[src/rtl/button_debouncer.sv]
// button_debouncer: synchronizes a raw, bouncing push-button pad and
// releases a clean level only after it has held steady for a full window.
//
// Ports:
//   clk_i       single clock
//   reset_i     synchronous, active-high reset
//   btn_i       raw pad input (asynchronous, may bounce)
//   btn_o       debounced level, registered
//   settling_o  high while a candidate change is being timed
//
// Build option:
//   DEBOUNCE_ACTIVE_LOW_EN  invert btn_i ahead of the synchronizer so an
//                           active-low pad yields an active-high btn_o.
//                           Reset values stay in the post-inversion domain.

module button_debouncer #(
  parameter int   sync_stages_p   = 2,
  parameter int   stable_cycles_p = 48000,
  parameter int   count_width_p   = 16,
  parameter logic reset_val_p     = 1'b0
) (
  input  logic clk_i,
  input  logic reset_i,
  input  logic btn_i,
  output logic btn_o,
  output logic settling_o
);

  // Parameter legality, caught at elaboration.
  if (sync_stages_p < 2 || sync_stages_p > 4) begin : g_bad_sync
    $error("sync_stages_p must be in 2..4");
  end

  if (stable_cycles_p < 2) begin : g_bad_window
    $error("stable_cycles_p must be >= 2");
  end

  if (longint'(stable_cycles_p - 1) >=
      (longint'(1) << count_width_p)) begin : g_bad_width
    $error("stable_cycles_p-1 does not fit count_width_p");
  end

  localparam logic [0:0] STABLE   = 1'b0;
  localparam logic [0:0] SETTLING = 1'b1;

  localparam logic [count_width_p-1:0] last_count_c =
    count_width_p'(stable_cycles_p - 1);

  localparam logic [count_width_p-1:0] one_c =
    count_width_p'(1);

  // Pad polarity.
  logic pad_w;

`ifdef DEBOUNCE_ACTIVE_LOW_EN
  assign pad_w = ~btn_i;
`else
  assign pad_w = btn_i;
`endif

  // Synchronizer chain; only the last stage is seen downstream.
  logic [sync_stages_p-1:0] sync_q;
  logic                     sync_w;

  always_ff @(posedge clk_i) begin
    if (reset_i) begin
      sync_q <= {sync_stages_p{reset_val_p}};
    end else begin
      sync_q <= {sync_q[sync_stages_p-2:0], pad_w};
    end
  end

  assign sync_w = sync_q[sync_stages_p-1];

  // Settle FSM with stability counter.
  logic [0:0]               state_q;
  logic [0:0]               state_d;
  logic [count_width_p-1:0] count_q;
  logic [count_width_p-1:0] count_d;
  logic                     btn_q;
  logic                     btn_d;
  logic                     differs_w;
  logic                     window_done_w;

  assign differs_w     = (sync_w != btn_q);
  assign window_done_w = (count_q == last_count_c);

  always_comb begin
    state_d = state_q;
    count_d = count_q;
    btn_d   = btn_q;
    unique case (state_q)
      STABLE: begin
        count_d = '0;
        if (differs_w) begin
          state_d = SETTLING;
          count_d = one_c;
        end
      end
      SETTLING: begin
        if (!differs_w) begin
          // Bounced back to the current level: abandon the window.
          state_d = STABLE;
          count_d = '0;
        end else if (window_done_w) begin
          state_d = STABLE;
          count_d = '0;
          btn_d   = sync_w;
        end else begin
          count_d = count_q + one_c;
        end
      end
      default: begin
        state_d = STABLE;
        count_d = '0;
      end
    endcase
  end

  always_ff @(posedge clk_i) begin
    if (reset_i) begin
      state_q <= STABLE;
      count_q <= '0;
      btn_q   <= reset_val_p;
    end else begin
      state_q <= state_d;
      count_q <= count_d;
      btn_q   <= btn_d;
    end
  end

  assign btn_o      = btn_q;
  assign settling_o = (state_q == SETTLING);

endmodule

[config.mk]
export PLATFORM = sky130hd
export DESIGN_NAME = button_debouncer
export DESIGN_NICKNAME = d
export VERILOG_FILES = /design/src/rtl/button_debouncer.sv
export SDC_FILE = /design/constraint.sdc
export NUM_CORES = 1
export LEC_CHECK = 0
export ABC_AREA = 1
export CORE_MARGIN = 8
export CORE_UTILIZATION = 58
export DETAILED_ROUTE_END_ITERATION = 16
export PLACE_DENSITY = 0.77
export SETUP_SLACK_MARGIN = 0.5
export SYNTH_ARGS = -nofsm -noshare
export SYNTH_HDL_FRONTEND = slang
export SYNTH_SLANG_ARGS = --single-unit
[constraint.sdc]
create_clock -name clk_i -period 3.5 [get_ports clk_i]
set_input_delay 0.7 -clock clk_i [delete_from_list [all_inputs] [get_ports clk_i]]
set_output_delay 0.7 -clock clk_i [all_outputs]
set_load 0.02 [all_outputs]
# Word level (Yosys, flattened, before mapping)
# Index checks and enable logic that the tools add are counted.
# W data, S select, Z words.
[op_classes] addsub=1 eq_ne=2 muxes=8 bitwise_logic=1 reduce_logical=1
[ops] operator="$mux W16" count=2
[ops] operator="$pmux W16 S2" count=1
[ops] operator="$add A16 B1 Y16 const B" count=1
[ops] operator="$eq A16 B16 Y1 const B" count=1
[ops] operator="$mux W1" count=4
[ops] operator="$reduce_and A3 Y1" count=1
[ops] operator="$pmux W1 S2" count=1
[ops] operator="$ne A1 B1 Y1" count=1
[ops] operator="$not A1 Y1" count=1
[word_totals] reg_bits=20 in_bits=3 output_inout_bits=2 word_cells=17

# Longest topological paths before layout
[logic_depth] ltp_word=4 ltp_mapped=9 depth_no_buf=9

# Worst setup path after synthesis
# OpenSTA, ideal clock, no wires.
[synth_path] kind="input to register" from="input port reset_i" to="register count_q[13]" arrival_ps=1318 slack_ps=2116 stages=6 n_path_buf=1 cell_sequence="inv_1 > nand3_1 > nor2_2 > nand2_4 > buf_12 > a21oi_2"
[synth_lines] element="start, declared" line="23" rtl="input logic reset_i,"
[synth_lines] element="end signal, assigned" line="127" rtl="count_q <= count_d;"
[synth_lines] element="end, declared" line="78" rtl="logic [count_width_p-1:0] count_q;"

# Worst setup path in the final report
[layout_path] from="register state_q, in the netlist settling_o" to="output port settling_o"
[layout_lines] element="start, declared" line="76" rtl="logic [0:0] state_q;"
[layout_lines] element="start signal, assigned" line="126" rtl="state_q <= state_d;"
[layout_lines] element="end, declared" line="26" rtl="output logic settling_o"
# No word-level cell between the ends.

==> flow_metrics.tcl <==
set metrics [dict create \
    cts_made_buffers 3 \
    comb_power_share 0.017 \
    synthCells 150 \
    synth_simple_gate_area_frac 0.3850 \
    initialDrtViolationCount 14 \
    drive_above_1_share 0.1975 \
    p_per_area_nw_per_um2 369.9 \
    die_w_um 58.55 \
    vias 920 \
    cts_tree "built" \
    critPathLaunch "settling_o" \
    placed_area_um2 1101 \
    fin_cells 182 \
    grt_pass1_vias 900 \
    yosysSeqAreaShare 0.3814 \
    drc 0 \
    hp-class "register to register" \
    crit_family "buffers and inverters" \
    start_util 0.6147 \
    outcome "finished, final reports clean" \
    synth_compound_area_frac 0.06198 \
    cts_hold_buf 0 \
    tightest_slew_ps 244.3 \
    grt_pass1_wl_mm 3.560 \
    drt-total-wl_mm 1.926 \
    critPathBufInv 1 \
    multi_input_area_um2 516.7 \
    synthAdderAreaFrac 0.01192 \
    period_needed_ps 2085 \
    antenna_found_initial 0 \
    synth_mux_area_frac 0 \
    leakagePower_uw 0.0004181 \
    clkPwrFrac 0.444 \
    grt_max_degree 13 \
    post_cts_buffers 0 \
    setup_tns_ps 0 \
    die_y_um 58.55 \
    synthesis.area_um2 1050 \
    synthTopCellsByArea "dfxtp_1 38%, nand2_1 12%, inv_1 8.2%, nor2_1 6.1%, nor2_2 5.4%" \
    synth_cell_type_count 21 \
    swShare 0.1825 \
    cts_num_sinks 20 \
    ios 5 \
    total_power_uw 426.7 \
    hold_start "sync_q[0]" \
    p_switching_uw 77.87 \
    num_rows 15 \
    fin_skew_ps 3.978 \
    fillers 149 \
    max_slew_margin 0.8365 \
    seq_area_um2 400.4 \
    vias_per_cell 5.055 \
    slowest_delay_ps 650 \
    worstPathCellList "clkdlybuf4s50_1" \
    grt_usage 0.1298 \
    num_antenna_cells 0 \
    hpwl_mm 1.518 \
    synth_top_area_share 0.3814 \
    htree_levels 1 \
    syn_nets 154 \
    firstDrtPassIters 4 \
    rsz0062_at_grt "no" \
    antenna_left 0 \
    port_buffers 4 \
    final_area_um2 1154 \
    ir_worst_vdd_uv 334.8 \
    power_frac_seq 0.540 \
    syn_area_per_cell_um2 6.998 \
    drv_slew 0 \
    die_area_um2 3428 \
    synth_seq_cells 20 \
    synth_top_family_by_area "simple AND/OR/NAND/NOR gates" \
    insertion_delay_ps 310 \
    synth_top_area_cell "dfxtp_1" \
    rr_startpoint "count_q[0]" \
    cts_resized 0 \
    clk_pin_slew_ps 110 \
    placedCellCount 178 \
    area_delta_synth_final_pct 9.893 \
    final_core_util 0.6755 \
    fin_crit_sh 0.5957 \
    grt_overflow_total 0 \
    start_kind "register" \
    finalSetupViolCount 0 \
    cp_max_fo 5 \
    slowest_stage "clkdlybuf4s50_1" \
    worstPathRequired_ps 2800 \
    critPathArrivalTime_ps 1380 \
    internal-power_uw 348.8 \
    synth_xor_area_frac 0.03337 \
    finalHoldViolCount 0 \
    routedWlPerCell_um 10.58 \
    clockRootBuffer "clkbuf_4" \
    critPathCaptureType "primary output" \
    nets 162 \
    yosys_warnings 0 \
    fmax_mhz 479.7 \
    cts_buffer_depth 2 \
    core_area_um2 1708 \
    critical_path_class "register to primary output" \
    place_congestion 0.8473 \
    max_cap_violations 0 \
]
==> synth_stat cells <==
library cell,instances
a21oi_2,6
inv_1,23
nor2_4,1
inv_2,6
buf_12,1
nor3_1,2
nor2_2,9
nand4_1,6
nand2_2,4
o21bai_1,1
nor2_1,17
dfxtp_1,20
xnor2_1,2
ha_1,1
clkinv_1,1
nand2_4,1
o21ai_1,1
or2_0,1
nand3_1,11
nand2_1,34
xor2_1,2
==> state kept, by name, summed over array words and instances, names as in the netlist <==
register and count:
settling_o 1, count_q 16, btn_o 1, sync_q 2
==> power by group through the flow <==
stage | registers (uW) | clock network, uW | logic [uW]
3_5_place_dp | 235 | 0 | 7.21
2_1_floorplan | 236 | 0 | 3.28
5_1_grt | 231 | 201 | 8.26
6_report | 230 | 189 | 7.13
3_3_place_gp | 235 | 0 | 6.94
4_1_cts | 230 | 192 | 7.24
==> cells by family after synthesis <==
family                   after synthesis
AND/OR/NAND/NOR                       86
flip-flops                            20
adder cells (fa/ha/maj)                1
buffers and inverters                 31
AO/OA/AOI/OAI                          8
XOR/XNOR                               4
==> metal layers <==
layer	global-route usage	part of all wire
met5	0	0
met3	0.03261	0.036
met2	0.2252	0.49
met1	0.1443	0.45
met4	0.05944	0.019
==> cell usage in the layout, fill, tap and decap left out, drive strengths merged, types with 3 or more instances in the layout <==
master / Yosys / routed
nor2: 27 / 27
nand4: 6 / 6
inv: 29 / 29
dfxtp: 20 / 20
clkdlybuf4s50: 0 / 4
a21oi: 6 / 6
nand3: 11 / 11
nand2: 39 / 39
clkbuf: 0 / 3
==> area by class of cell <==
cell class | instances | share of cell area
Inverter | 30 | 0.09761
Sequential cell | 20 | 0.3471
Tap cell | 25 | 0.02711
Clock buffer | 3 | 0.01952
Clock inverter | 1 | 0.02603
Timing Repair Buffer | 4 | 0.03471
Multi-Input combinational cell | 99 | 0.4479
==> through the flow <==
| step | hold WS (ps) | worst slack [ps] |
|---|---|---|
| floorplan | 388.3 | 2116 |
| global placement | 402.3 | 1596 |
| detailed placement | 405.3 | 1541 |
| CTS | 419.7 | 1415 |
| global route | 453.0 | 1364 |
| finish | 416.3 | 1415 |
==> final timing paths <==
| kind | to | slack [ps] | depth (start not counted) |
|---|---|---|---|
| hold / removal | sync_q[1] | 420 | 2 |
| setup reg to reg | count_q[9] | 2020 | 8 |
| setup / recovery | settling_o | 1420 | 1 |
| hold reg to reg | sync_q[1] | 420 | 2 |
Power figures use the tool's default switching activity.
